### src/rtl/instr_queue.sv
// Instruction queue between the icache and decode: sequential fetch with a single
// outstanding request, circular buffer of returned words, one issue per cycle.
module instr_queue #(
  parameter int unsigned DEPTH    = 16,
  parameter int unsigned PTR_W    = 4,
  parameter logic [31:0] RESET_PC = 32'h0
) (
  input  logic        clk,
  input  logic        rst,
  input  logic        rdy,
  input  logic        is_exception_in,
  input  logic [31:0] redirect_pc_in,
  input  logic        is_ready_in,
  output logic        fetch_req_out,
  output logic [31:0] fetch_pc_out,
  input  logic        fetch_valid_in,
  input  logic [31:0] fetch_instr_in,
  output logic        issue_valid_out,
  output logic [31:0] issue_instr_out,
  output logic [31:0] issue_pc_out
);

  typedef enum logic [1:0] {
    S_IDLE    = 2'd0,
    S_WAIT    = 2'd1,
    S_DISCARD = 2'd2
  } fetch_state_e;

  localparam logic [PTR_W:0] FULL_CNT = (PTR_W+1)'(DEPTH);

  fetch_state_e     state_q, state_d;
  logic [31:0]      instr_q [DEPTH];
  logic [31:0]      pc_q    [DEPTH];
  logic [PTR_W-1:0] head_q, head_d;
  logic [PTR_W-1:0] tail_q, tail_d;
  logic [PTR_W:0]   count_q, count_d;
  logic [31:0]      fetch_pc_q, fetch_pc_d;
  logic             req_q, req_d;
  logic             issue_valid_q, issue_valid_d;
  logic [31:0]      issue_instr_q, issue_instr_d;
  logic [31:0]      issue_pc_q, issue_pc_d;
  logic             has_space_s;
  logic             enq_s;
  logic             deq_s;

  assign has_space_s = (count_q < FULL_CNT);
  assign enq_s       = (state_q == S_WAIT) && fetch_valid_in && !is_exception_in;
  assign deq_s       = (count_q != '0) && is_ready_in && !is_exception_in;

  // Fetch FSM state register
  always_ff @(posedge clk) begin
    if (rst) begin
      state_q <= S_IDLE;
    end else if (rdy) begin
      state_q <= state_d;
    end
  end

  // Fetch FSM next-state logic
  always_comb begin
    state_d = state_q;
    case (state_q)
      S_IDLE: begin
        if (!is_exception_in && has_space_s) state_d = S_WAIT;
        else                                 state_d = S_IDLE;
      end
      S_WAIT: begin
        if (fetch_valid_in)       state_d = S_IDLE;
        else if (is_exception_in) state_d = S_DISCARD;
        else                      state_d = S_WAIT;
      end
      S_DISCARD: begin
        // The stale response retires the outstanding request even under a new exception.
        if (fetch_valid_in) state_d = S_IDLE;
        else                state_d = S_DISCARD;
      end
      default: state_d = S_IDLE;
    endcase
  end

  // Fetch FSM output logic: request pulse leaving IDLE
  always_comb begin
    req_d = 1'b0;
    if ((state_q == S_IDLE) && has_space_s && !is_exception_in) req_d = 1'b1;
    else                                                        req_d = 1'b0;
  end

  // Queue pointers, occupancy, fetch PC and issue stage next state
  always_comb begin
    head_d        = head_q;
    tail_d        = tail_q;
    count_d       = count_q;
    fetch_pc_d    = fetch_pc_q;
    issue_valid_d = 1'b0;
    issue_instr_d = issue_instr_q;
    issue_pc_d    = issue_pc_q;
    if (is_exception_in) begin
      head_d     = '0;
      tail_d     = '0;
      count_d    = '0;
      fetch_pc_d = redirect_pc_in;
    end else begin
      if (enq_s) begin
        tail_d     = tail_q + PTR_W'(1);
        fetch_pc_d = fetch_pc_q + 32'd4;
      end else begin
        tail_d     = tail_q;
      end
      if (deq_s) begin
        issue_valid_d = 1'b1;
        issue_instr_d = instr_q[head_q];
        issue_pc_d    = pc_q[head_q];
        head_d        = head_q + PTR_W'(1);
      end else begin
        head_d        = head_q;
      end
      case ({enq_s, deq_s})
        2'b10:   count_d = count_q + (PTR_W+1)'(1);
        2'b01:   count_d = count_q - (PTR_W+1)'(1);
        default: count_d = count_q;
      endcase
    end
  end

  // Control and output registers
  always_ff @(posedge clk) begin
    if (rst) begin
      head_q        <= '0;
      tail_q        <= '0;
      count_q       <= '0;
      fetch_pc_q    <= RESET_PC;
      req_q         <= 1'b0;
      issue_valid_q <= 1'b0;
      issue_instr_q <= 32'h0;
      issue_pc_q    <= 32'h0;
    end else if (rdy) begin
      head_q        <= head_d;
      tail_q        <= tail_d;
      count_q       <= count_d;
      fetch_pc_q    <= fetch_pc_d;
      req_q         <= req_d;
      issue_valid_q <= issue_valid_d;
      issue_instr_q <= issue_instr_d;
      issue_pc_q    <= issue_pc_d;
    end
  end

  // Entry storage; no reset needed since count gates every read
  always_ff @(posedge clk) begin
    if (!rst && rdy && enq_s) begin
      instr_q[tail_q] <= fetch_instr_in;
      pc_q[tail_q]    <= fetch_pc_q;
    end
  end

  // A held request stays invisible to the icache while rdy is low.
  assign fetch_req_out   = req_q & rdy;
  assign fetch_pc_out    = fetch_pc_q;
  assign issue_valid_out = issue_valid_q;
  assign issue_instr_out = issue_instr_q;
  assign issue_pc_out    = issue_pc_q;

endmodule

### config.mk
export PLATFORM = sky130hd
export DESIGN_NAME = instr_queue
export DESIGN_NICKNAME = d
export VERILOG_FILES = /design/src/rtl/instr_queue.sv
export SDC_FILE = /design/constraint.sdc
export NUM_CORES = 1
export LEC_CHECK = 0
export BUFFER_PORTS_ARGS = -buffer_cell sky130_fd_sc_hd__buf_2
export CORE_ASPECT_RATIO = 1.4
export CORE_MARGIN = 2
export CORE_UTILIZATION = 45
export DETAILED_ROUTE_END_ITERATION = 12
export PLACE_DENSITY = 0.68
export SLEW_MARGIN = 20
export SYNTH_ARGS = -nofsm -noshare
export SYNTH_HDL_FRONTEND = slang
export SYNTH_SLANG_ARGS = --single-unit
### constraint.sdc
create_clock -name clk -period 7.9 [get_ports clk]
set_input_delay 1.185 -clock clk [delete_from_list [all_inputs] [get_ports clk]]
set_output_delay 1.185 -clock clk [all_outputs]
set_load 0.01 [all_outputs]
After elaboration in Yosys (flattened, before gate mapping)
Memory sizes are Yosys's and may differ from the RTL's. A register that Yosys moved wholly into a read port is not among the register bits.
Index checks and enable logic that the tools add are counted.
Operators by class
  shifts and indexed selects: 0
  reductions and logical operators: 20
  divide/modulo/power cells: 0
  add/sub/neg operators: 5
  magnitude comparators: 1
  multiplexer cells: 18
  $mul: 0
  eq/ne operators: 4
  bitwise operators: 2
Operators with widths (number)
  two-way mux 32 bit: 2
  adder 32 x 3 -> 32 bit, second input constant: 1
  two-way mux 4 bit: 4
  case mux 5 bit (2 select lines): 1
  logical AND 1 bit: 9
  adder 4 x 1 -> 4 bit, second input constant: 2
  two-way mux 1 bit: 6
  two-way mux 2 bit: 3
  case mux 2 bit (3 select lines): 1
  AND reduction 2 bit: 3
  adder 5 x 1 -> 5 bit, second input constant: 1
  less-than comparator 5 bit, second input constant: 1
  two-way mux 5 bit: 1
  nonzero test 5 bit: 1
  subtractor 5 x 1 -> 5 bit, second input constant: 1
  equality test 2 x 1 -> 1 bit, second input constant: 2
  equality test 2 bit, second input constant: 2
  nonzero test 2 bit: 2
  AND reduction 3 bit: 1
  nonzero test 3 bit: 1
  logical NOT 1 bit: 2
  logical NOT 2 bit: 1
  bitwise AND 1 bit: 1
  inverter 1 bit: 1
Storage, ports and cells
  bits in latches: 0
  output and inout bits: 98
  RAM bits: 1024
  input port bits: 70
  bits in read-only memories: 0
  word-level logic and storage cells: 59
  register bits after elaboration: 49
  memories: 2
Memory list
  instr_q: words 16, bits a word 32, read ports 1, clocked after memory_dff 1, write ports 1, RTL line 32  | logic [31:0] instr_q [DEPTH];
  pc_q: words 16, bits a word 32, read ports 1, clocked after memory_dff 1, write ports 1, RTL line 33  | logic [31:0] pc_q [DEPTH];

Longest topological paths before layout
  word-level depth: 6
  gate-level depth with buffers: 10
  depth with buffers taken out: 10

Least setup slack after synthesis
OpenSTA, ideal clock, no wires.
  kind: input to register
  start point: in fetch_valid_in
  end point: mem instr_q[3][0], enable pin
  stages on the path: 6
  arrival: 6.338 ns
  slack: 0.998 ns
  setup time: 0.565 ns
  buffers on the path: 1
  required time: 7.335 ns
  path through: and3b_1 -> buf_2 -> nand2_1 -> nor2_1 -> nand2_1 -> nor3_1
Between the ends
  cells in the longest elaborated chain, start to end: 5
Ends and longest elaborated chain
  from (decl): RTL line 16  | input logic fetch_valid_in,
  logical AND 1 bit (2 in series): RTL line 47  | assign enq_s = (state_q == S_WAIT) && fetch_valid_in && !is_exception_in;
  logical AND 1 bit: RTL line 150  | if (!rst && rdy && enq_s) begin
  two-way mux 1 bit: RTL line 150
  two-way mux 1 bit (not written as such): RTL line 151  | instr_q[tail_q] <= fetch_instr_in;
  to (decl): RTL line 32
No other way between the ends.

Worst setup path in the final report
  start point: in is_exception_in
  end point: mem pc_q[6][24], enable pin
Between the ends
  cells in the longest elaborated chain, start to end: 5
Ends and longest elaborated chain
  from (decl): RTL line 11  | input logic is_exception_in,
  logical NOT 1 bit: RTL line 47
  logical AND 1 bit: RTL line 47
  logical AND 1 bit: RTL line 150
  two-way mux 1 bit: RTL line 150
  two-way mux 1 bit (not written as such): RTL line 152  | pc_q[tail_q] <= fetch_pc_q;
  to (decl): RTL line 33
No other way between the ends.

==> results.txt <==
The clock network accounts for 41.7% of the total power. The setup check on the worst reg-to-reg path leaves a slack of 4.25 ns. The logs give 22600 for the via count of the first global-routing pass and 0 for the number of hold buffers added after cts. Per report_power, the sequential group accounts for 56.3% of the total. For this design the ratio of total power to cell area is 239 mW/mm².

Buffers inserted during clock tree synthesis total 103. Headroom to the max-slew limit came out at 24.3%. Synthesis-to-layout area growth: 13.3%. The proportion of register bits with asynchronous set or reset after synthesis is 0%.

The number of vias per cell came out at 5.98. Setup repair after global routing left no endpoint under its margin. For the pin with the worst max-slew slack, the measured transition is 1.13 ns. STA classifies the critical path startpoint as an input pin. The internal power of the cells totals 9.33 mW.

Subtracting the final worst setup slack from the clock period gives 3.95 ns. The portion of synthesized area spent on multiplexers is 15.0%. The cell sitting at the root of the clock tree is a clkbuf_16. STA classifies the critical path endpoint as a register.

The run gives 0 as the post-detailed-route count of antenna-violating nets. The compound-cell area share of the yosys netlist is 4.82%, and the die boundary width is 266 µm. The number of input and output port buffers inserted is 167.

Main combinational cell family by area after synthesis: multiplexers. The count of pins over their slew limit is 0, and the clock tree skew after final layout is 0.0313 ns. The final estimated routing congestion in global placement is 0.796, and the clock latency on the worst-skew pair is 0.70 ns.

Summing every instance area after synthesis gives 0.0433 mm². The path class of the tightest hold or removal check is reg2reg. The flip-flop and latch count after synthesis was 1137; the peak supply drop was 0.000171 V.

The first global-routing pass estimated 147000 µm of wire. The synthesized area per cell works out to 20.5 µm². The flow ran to the end, and the final reports show no timing, DRC or antenna violations.

The routed layout has 21600 vias. Traced cell by cell, the critical path runs through buf_2, buf_4, nor2b_1, nand2_1, nor2_1, nand2_1, nor2_4, buf_4. The tools report the reg-to-reg critical path startpoint as state_q[1].

The logs give 2382 for the layout net count and 0.0490 mm² for the post-route cell area. For this run, the top clock speed supported by timing is 253 MHz. The ratio of final minimum period to clock period works out to 49.9%.

The initialized floorplan defines 134 standard-cell rows. The critical path is of the in2reg type. The detailed router finished its first iteration with 1901 violations. The tools report the H-tree depth reported by CTS as 3. The floorplan step set the die height to 371 µm.

In this run the power spent charging and discharging nets is 2.39 mW. When the netlist entered floorplanning its net count stood at 2192. Flip-flop cell with the highest count after synthesis: edfxtp_1. In this run the worst setup path terminates at pc_q[6][24].

The library cells used most frequently in the layout, excluding fill and tap cells, are edfxtp_1, mux4_2, buf_2. Capture point of the worst reg-to-reg path: pc_q[6][24]. The die area was 0.0987 mm²; the count of final hold-check violations was 0.

Yosys mapped the design onto 60 distinct sky130hd cell types. The switching power share of the total works out to 20.4%. Master of the slowest instance on the critical path: nor2_4. The initial antenna violation count came out at 5. Area after detailed placement: 0.0457 mm². The run gives 7321 as the number of fillers in the final layout.

Commonest non-fill, non-tap cell in the layout: edfxtp_1. Pin placement for this block handled 168 I/O pins. After layout, the design draws a total of 11.7 mW.

Data on the critical path arrives at its endpoint at 4.26 ns. The number of max-capacitance violations reported was 0; the depth of the most critical reg-to-reg path was 6. In this run the standard cell core region covers 0.0954 mm². Yosys printed 0 warnings.

The detailed-placement wirelength estimate is 57700 µm. After clock tree synthesis, the setup repair step added 0 buffers. The post-route netlist has 27.6% of its cells at a drive strength greater than 1. After routing, the total negative slack on setup checks comes to 0 ns. The top fanout value on the critical path was 67; the clock input transition at the sequential cells of the worst setup and hold paths was 0.06 ns. Of the synthesized area, sequential elements account for 76.2%. The run gives 51.4% as the final design utilization. The launching element of the worst setup path is is_exception_in. In this run the static leakage power is 15.4 nW. Summed over all layers, the routed wires come to 99400 µm. The clock passes through at most 3 buffers. Once the floorplan was initialized, standard cells occupied 45.4% of the core.

Before antenna repair, the detailed router went through 7 iterations. Entering global routing, the biggest net connects 138 pins. In this design, the stage delay of the slowest critical-path cell is 0.75 ns. The part of the power in combinational logic came out at 2.0%. The CTS sink count was 1137.

The count of endpoints failing setup in the final report is 0, and the number of enable flip-flop cells after synthesis is 1024. The remaining global-route overflow was 0. TritonCTS built the clock tree. The adder-cell area share of the yosys netlist is 0.306%. Synthesis produced 2112 cells. The critical path data required time came out at 8.21 ns. The synthesized-area fraction occupied by and/or/nand/nor cells works out to 2.28%. Summing the areas of all xor and xnor instances in the mapped netlist gives 0.0809% of the synthesized area.

In the global route stage, overall resource usage came out at 20.3%. The average detailed-routed wire length per instance came out at 27.5 µm. The tools report the number of gates resized after CTS as 0. For the DRC violation count after routing, the log shows 0.
==> per-layer routing <==
layer,GRT usage [%],wire length [µm]
met5,0,47
met4,7.20,2950
met3,3.20,5930
met2,34.2,50500
met1,26.8,39900
==> critical path: cells and delay by family <==
family	cells	cell delay, ns
AND/OR/NAND/NOR	5	1.87
buffers and inverters	3	1.12
==> metrics by stage <==
stage	std cells	setup slack [ns]	hold WS, ns
after CTS	3613	3.95	0.473
after detailed placement	3420	3.22	0.456
after global routing	3614	3.77	0.489
final	3616	3.95	0.474
after floorplan	2112	0.998	0.441
after global placement	3420	3.30	0.454
==> sequential cells by signal, summed over array words and instances (netlist names) <==
signal,cells
head_q,4
instr_q,512
issue_pc_out,32
issue_valid_out,1
count_q,5
tail_q,4
issue_instr_out,32
req_q,1
state_q,2
fetch_pc_out,32
pc_q,512
==> power by group through the flow <==
stage	Combinational [mW]	Sequential, mW	Clock, mW
after floorplan	0.0948	6.73	0
after detailed placement	0.232	6.73	0
final	0.231	6.60	4.89
after CTS	0.232	6.60	4.99
after global placement	0.223	6.73	0
after global routing	0.251	6.60	5.20
==> how the worst min path moves through the flow <==
| stage | startpoint | endpoint | slack (ns) | depth (start not counted) |
|---|---|---|---|---|
| 2_1_floorplan | req_q | req_q | 0.44 | 2 |
| 3_3_place_gp | fetch_pc_out[25] | fetch_pc_out[25] | 0.45 | 2 |
| 3_5_place_dp | issue_valid_out | issue_valid_out | 0.46 | 2 |
| 4_1_cts | req_q | req_q | 0.47 | 2 |
| 5_1_grt | issue_pc_out[10] | issue_pc_out[10] | 0.49 | 1 |
| 6_report | issue_pc_out[25] | issue_pc_out[25] | 0.47 | 1 |
==> cell type report <==
class	instances	area, µm²	area share, %
flip-flops and latches	1137	33000	67.3
inverters	10	37.5	0.0765
well taps	1224	1530	3.12
clock buffers	134	2820	5.74
repair buffers	213	1240	2.53
clock inverters	59	534	1.09
multi-input cells	837	9850	20.1
diodes	2	5.00	0.0102
==> cell families (layout without fill, tap and decap cells) <==
logic type / after synthesis / after routing
DFF: 1137 / 1137
muxes: 327 / 327
AOI/OAI and AO/OA: 304 / 304
and+or+nand+nor: 192 / 192
buffers and inverters: 138 / 416
adders and majority gates: 10 / 10
xor gates and xnor gates: 4 / 4
other: 0 / 2
==> cell usage after synthesis (all sizes together), types with 9 or more instances <==
cell type | count | area, µm²
nor4 | 9 | 86.3
dfxtp | 113 | 2260
ha | 9 | 113
nand2 | 40 | 150
mux2i | 71 | 711
a31oi | 10 | 62.6
buf | 47 | 226
inv | 10 | 37.5
a22oi | 72 | 541
edfxtp | 1024 | 30700
nand4 | 10 | 62.6
clkbuf | 81 | 304
a21oi | 25 | 125
nor3 | 21 | 105
nor2 | 58 | 225
a22o | 69 | 604
nand3 | 16 | 85.1
mux4 | 256 | 5770
o21ai | 94 | 474
and3 | 11 | 70.1
(Power assumes the default switching activity.)
